==> src/rtl/usb_rx_pkg.sv <==
`default_nettype none
// ----------------------------------------------------------------------------
// usb_rx_pkg : shared types and line constants for the USB receive front end
// Revision   : 1.0 - initial release
// ----------------------------------------------------------------------------
package usb_rx_pkg;

  typedef enum logic [0:0] {
    S_DATA  = 1'b0,
    S_STUFF = 1'b1
  } rx_destuff_state_e;

  localparam int   USB_STUFF_LEN = 6;
  localparam logic USB_J_LEVEL   = 1'b1;

endpackage
`default_nettype wire

==> src/rtl/nrzi_bit_decoder.sv <==
`default_nettype none
// ----------------------------------------------------------------------------
// nrzi_bit_decoder : tracks the previous line level and decodes NRZI
//                    (no transition = 1, transition = 0)
// Revision         : 1.0 - initial release
// ----------------------------------------------------------------------------
module nrzi_bit_decoder
  import usb_rx_pkg::*;
#(
  parameter logic IDLE_LEVEL = USB_J_LEVEL
) (
  input  logic i_clk,
  input  logic i_rstn,
  input  logic i_nrzi,
  input  logic i_valid,
  input  logic i_rearm,
  output logic o_bit,
  output logic o_bit_valid
);

  logic r_prev_level;

  // Re-arming wins over a same-cycle sample: the line is assumed idle afterwards.
  always_ff @(posedge i_clk) begin
    if (!i_rstn) begin
      r_prev_level <= IDLE_LEVEL;
    end else if (i_rearm) begin
      r_prev_level <= IDLE_LEVEL;
    end else if (i_valid) begin
      r_prev_level <= i_nrzi;
    end
  end

  assign o_bit       = ~(i_nrzi ^ r_prev_level);
  assign o_bit_valid = i_valid;

endmodule
`default_nettype wire

==> src/rtl/nrzi_destuff_deser.sv <==
`default_nettype none
// ----------------------------------------------------------------------------
// nrzi_destuff_deser : NRZI decode, bit de-stuffing and LSB-first deserialiser
// Revision           : 1.0 - initial release
// ----------------------------------------------------------------------------
module nrzi_destuff_deser
  import usb_rx_pkg::*;
#(
  parameter int   WIDTH      = 8,
  parameter int   STUFF_LEN  = USB_STUFF_LEN,
  parameter logic IDLE_LEVEL = USB_J_LEVEL
) (
  input  logic                       i_clk,
  input  logic                       i_rstn,
  input  logic                       i_nrzi,
  input  logic                       i_valid,
  input  logic                       i_clear,
  input  logic                       i_flush,
  output logic [WIDTH-1:0]           o_data,
  output logic [$clog2(WIDTH+1)-1:0] o_nbits,
  output logic                       o_valid,
  output logic                       o_error,
  output logic                       o_stuffed
);

  localparam int c_cnt_w = $clog2(WIDTH+1);
  localparam int c_run_w = $clog2(STUFF_LEN+1);

  localparam logic [c_cnt_w-1:0] c_last_bit = c_cnt_w'(WIDTH-1);
  localparam logic [c_cnt_w-1:0] c_full_cnt = c_cnt_w'(WIDTH);
  localparam logic [c_run_w-1:0] c_run_last = c_run_w'(STUFF_LEN-1);

  rx_destuff_state_e r_state, w_state_nxt;
  logic [c_run_w-1:0] r_run_cnt, w_run_cnt_nxt;
  logic [c_cnt_w-1:0] r_bit_cnt, w_bit_cnt_nxt;
  logic [WIDTH-1:0]   r_shift, w_shift_nxt, w_shift_app;
  logic [WIDTH-1:0]   w_data_nxt;
  logic [c_cnt_w-1:0] w_nbits_nxt;
  logic               w_emit, w_error, w_stuffed;
  logic               w_bit, w_bit_valid;

  nrzi_bit_decoder #(
    .IDLE_LEVEL (IDLE_LEVEL)
  ) u_decoder (
    .i_clk       (i_clk),
    .i_rstn      (i_rstn),
    .i_nrzi      (i_nrzi),
    .i_valid     (i_valid),
    .i_rearm     (i_clear | i_flush),
    .o_bit       (w_bit),
    .o_bit_valid (w_bit_valid)
  );

  assign w_shift_app = r_shift | ({{(WIDTH-1){1'b0}}, w_bit} << r_bit_cnt);

  always_comb begin
    w_state_nxt   = r_state;
    w_run_cnt_nxt = r_run_cnt;
    w_bit_cnt_nxt = r_bit_cnt;
    w_shift_nxt   = r_shift;
    w_data_nxt    = o_data;
    w_nbits_nxt   = o_nbits;
    w_emit        = 1'b0;
    w_error       = 1'b0;
    w_stuffed     = 1'b0;

    if (w_bit_valid) begin
      case (r_state)
        S_DATA: begin
          w_shift_nxt   = w_shift_app;
          w_bit_cnt_nxt = r_bit_cnt + 1'b1;
          if (w_bit) begin
            w_run_cnt_nxt = r_run_cnt + 1'b1;
            if (r_run_cnt == c_run_last) begin
              w_state_nxt = S_STUFF;
            end
          end else begin
            w_run_cnt_nxt = '0;
          end
          if (r_bit_cnt == c_last_bit) begin
            w_emit        = 1'b1;
            w_data_nxt    = w_shift_app;
            w_nbits_nxt   = c_full_cnt;
            w_bit_cnt_nxt = '0;
            w_shift_nxt   = '0;
          end
        end
        S_STUFF: begin
          w_run_cnt_nxt = '0;
          w_state_nxt   = S_DATA;
          if (w_bit) begin
            w_error       = 1'b1;
            w_bit_cnt_nxt = '0;
            w_shift_nxt   = '0;
          end else begin
            w_stuffed = 1'b1;
          end
        end
        default: w_state_nxt = S_DATA;
      endcase
    end

    // A word completed by the same-cycle bit already emits; never emit twice.
    if (i_flush) begin
      if (!w_emit && (w_bit_cnt_nxt != '0)) begin
        w_emit      = 1'b1;
        w_data_nxt  = w_shift_nxt;
        w_nbits_nxt = w_bit_cnt_nxt;
      end
      w_state_nxt   = S_DATA;
      w_run_cnt_nxt = '0;
      w_bit_cnt_nxt = '0;
      w_shift_nxt   = '0;
    end

    if (i_clear) begin
      w_state_nxt   = S_DATA;
      w_run_cnt_nxt = '0;
      w_bit_cnt_nxt = '0;
      w_shift_nxt   = '0;
      w_data_nxt    = o_data;
      w_nbits_nxt   = o_nbits;
      w_emit        = 1'b0;
      w_error       = 1'b0;
      w_stuffed     = 1'b0;
    end
  end

  always_ff @(posedge i_clk) begin
    if (!i_rstn) begin
      r_state   <= S_DATA;
      r_run_cnt <= '0;
      r_bit_cnt <= '0;
      r_shift   <= '0;
      o_data    <= '0;
      o_nbits   <= '0;
      o_valid   <= 1'b0;
      o_error   <= 1'b0;
      o_stuffed <= 1'b0;
    end else begin
      r_state   <= w_state_nxt;
      r_run_cnt <= w_run_cnt_nxt;
      r_bit_cnt <= w_bit_cnt_nxt;
      r_shift   <= w_shift_nxt;
      o_data    <= w_data_nxt;
      o_nbits   <= w_nbits_nxt;
      o_valid   <= w_emit;
      o_error   <= w_error;
      o_stuffed <= w_stuffed;
    end
  end

endmodule
`default_nettype wire

==> config.mk <==
export PLATFORM = sky130hd
export DESIGN_NAME = nrzi_destuff_deser
export DESIGN_NICKNAME = d
export VERILOG_FILES = /design/src/rtl/usb_rx_pkg.sv /design/src/rtl/nrzi_bit_decoder.sv /design/src/rtl/nrzi_destuff_deser.sv
export SDC_FILE = /design/constraint.sdc
export NUM_CORES = 1
export LEC_CHECK = 0
export BUFFER_PORTS_ARGS = -buffer_cell sky130_fd_sc_hd__buf_2
export CAP_MARGIN = 25
export CORE_UTILIZATION = 45
export DETAILED_ROUTE_END_ITERATION = 10
export GPL_TIMING_DRIVEN = 0
export PLACE_DENSITY_LB_ADDON = 0.12
export SYNTH_ARGS = -nofsm -noshare
export SYNTH_HDL_FRONTEND = slang
export SYNTH_SLANG_ARGS = --single-unit
==> constraint.sdc <==
create_clock -name i_clk -period 2 [get_ports i_clk]
set_clock_uncertainty 0.1 [all_clocks]
set_input_delay 0.3 -clock i_clk [delete_from_list [all_inputs] [get_ports i_clk]]
set_output_delay 0.3 -clock i_clk [all_outputs]
set_load 0.03 [all_outputs]
==> metrics <==
Clock Path Buffers 2; Clock Latency Late Sink 0.33 ns; initial antenna violation count 0; maxcap violations 0; drt total wl 3890 microns; remaining antenna violation count 0; Avg Cell Area, Syn 8.36 sq um; Switch Pwr 318 uW; period utilization 96.2%; Int Pwr 862 uW; Critical Path Sink Type flop; share of post-route cells with drive strength above 1 31.0%; final max-slew violation count 0; ys flop type dfxtp_1; Antenna Cells 0; Placed Instances 259; largest family of logic cells by synthesized area compound AO/OA/AOI/OAI gates; vias post-DR 1567; Die X-Extent 62.0 microns; core area 3390 sq um; compound-cell area share of the yosys netlist 28.6%; Post-Synth Simple-Gate Area 20.7%; post-synthesis mux area share 2.55%; first-pass GRT wire length 6110 microns; # clock sinks 32; flip-flop and latch area 648 sq um; DRC 0; Die Area 3850 sq um; ys async rst share 0%; Crit path max-delay family compound AO/OA/AOI/OAI gates; setup TNS 0 ns; Hold Buf Count CTS 0; final total power 1.18 mW; crit-path cells ha_4 -> nor4bb_2 -> a31o_2 -> a21oi_4 -> a31o_4 -> nand2_4 -> o2111a_1; Rel. slew slack 61.5%; largest net degree at the start of global routing 11; maximum VDD drop 0.000478 V; startpoint class of the critical path flop; Final HPWL DP 2670 microns; Final Hold Vio Count 0; count leader, synth nor2_1; crit-path max cell delay 0.37 ns; Synth Net Count 203; vias in the first global route 1328; Starting Density 47.8%; Final #Nets 234; pre-CTS setup slack -0.195 ns; critical path fanouts, max 7; Tot GR Track Use 22.2%; Buffers on Ports 19; Hold WS 0.235 ns; Netlist Area Pre-Place 1620 sq um; ranking of synthesized cells by area dfxtp_1, nor2_1, o21ai_0; Final Setup Violations 0; PwrDens 576 nW/um^2; Layout Cells excl Fill 272; clock-pin slew on the worst setup and hold paths 0.10 ns; H-tree depth 2; crit path time final 1.92 ns; num ports 21; WS Path Type flop to flop; Switching Fraction 26.9%; Crit path arrival time 2.06 ns; initial detailed-routing violation count 107; sequential area share after synthesis 39.5%; worst slew pin tran 0.577 ns; Leak 0.751 nW; Core Rows 21; status finished, final reports clean; YS warnings 0; Yosys top cell area share 39.5%; clock power share 33.0%; highest clock rate 520 MHz; Post-synth top cells nor2_1, dfxtp_1, o21ai_0; CP Buf/Inv Count 0; area grow syn2layout 26.2%; XOR/XNOR share of the synthesized area 2.55%; area of the multi-input gates 1060 sq um; Hold WC Path Type primary input to flop; Die Ht 62.0 microns; Slowest cell on crit path dfxtp_4; Seq cells post-synth 32; area share of fa/ha/maj cells after synthesis 2.31%; post-DR vias/cell 5.76; global placement routability congestion 0.818; gr ovfl total 0; Comb pwr share 12.1%; min setup slack post-route 0.0759 ns; Inserted Clock Buffers 5; CTS tree built; count of different cell masters after synthesis 45; Pre-antenna DRT Iters 4; Worst EP required 2.14 ns; Wirelength per Cell 14.3 microns; area leader, netlist dfxtp_1; EDFF count, synth 0; clock root cell clkbuf_4; Post-Synthesis Cells 194; filler instances 321; power share of the sequential group 55.0%
[final cells by class]
type                    count  share of cell area (%)
flip-flops and latches     32                    31.7
plain buffers               9                    2.14
repair buffers             26                    7.82
inverters                   4                   0.733
multi-input cells         147                    51.8
clock buffers               6                    2.51
well taps                  46                    2.81
clock inverters             2                   0.489
[power groups by stage]
stage | logic, mW | clock network (mW) | registers (mW)
CTS | 0.127 | 0.403 | 0.650
detailed placement | 0.122 | 0 | 0.664
floorplan | 0.0780 | 0 | 0.674
global placement | 0.120 | 0 | 0.663
global route | 0.154 | 0.433 | 0.650
finish | 0.142 | 0.389 | 0.649
[kinds of logic (layout without fill, tap and decap cells)]
logic type	count (synthesis)	in the layout
compound gates	63	63
xor+xnor	3	3
fa+ha+maj	3	3
buf+inv	15	47
flops	32	32
mux	4	4
simple gates	74	74
[repair_timing]
action | 4_1_cts | 5_1_grt
buffers inserted | 4 | 3
pin swaps | 2 | 6
endpoints found under the setup margin | 7 | 12
gates cloned | 0 | 0
hold endpoints to repair | 0 | 0
resized for setup | 5 | 34
[tightest hold or removal path: cells and delay by family]
kind / cells / cell delay [ns]
AND/OR/NAND/NOR: 1 / 0.09
buffers and inverters: 1 / 0.11
AO/OA/AOI/OAI: 1 / 0.13
[cells in the final DEF (no fill, tap or decap), types with 4 or more instances in the layout]
master	synthesis	final
nand2_1	14	14
a22oi_2	1	4
nor2_1	34	33
dfxtp_1	32	28
nor3_1	5	4
o21a_1	6	6
buf_2	4	20
nand3_1	6	6
clkbuf_4	0	6
a21oi_1	7	7
o21ai_0	17	16
clkbuf_1	7	5
buf_4	0	7
o2bb2ai_1	4	4
a32oi_2	0	4
inv_1	4	4
[per-layer routing]
metal / routed length (microns) / track usage [%] / share of wire (%)
met1: 1780 / 28.6 / 46
met2: 1900 / 35.0 / 49
met3: 168 / 6.42 / 4.3
met4: 44 / 8.89 / 1.1
met5: 0 / 0 / 0
[path summary, 6_finish.rpt]
path / from / cells past startpoint / slack (ns) / endpoint
worst max-delay path: r_bit_cnt[0] / 7 / 0.08 / o_data[3]
worst min-delay path: i_flush / 3 / 0.23 / o_data[3]
worst max register to register: r_bit_cnt[0] / 7 / 0.08 / o_data[3]
worst min register to register: o_data[4] / 1 / 0.37 / o_data[4]
[registers in the layout, indices dropped and copies added, names as in the netlist]
register / cells
r_shift: 8
u_decoder.r_prev_level: 1
o_error: 1
r_state: 1
o_nbits: 4
o_data: 8
r_bit_cnt: 4
o_stuffed: 1
r_run_cnt: 3
o_valid: 1
[through the flow]
| step | area, sq um | utilization [%] |
|---|---|---|
| floorplan | 1620 | - |
| global placement | 1770 | 52.3 |
| detailed placement | 1770 | 52.3 |
| CTS | 1900 | 56.0 |
| global route | 2050 | 60.4 |
| finish | 2050 | 60.4 |
Power figures use the tool's default switching activity.
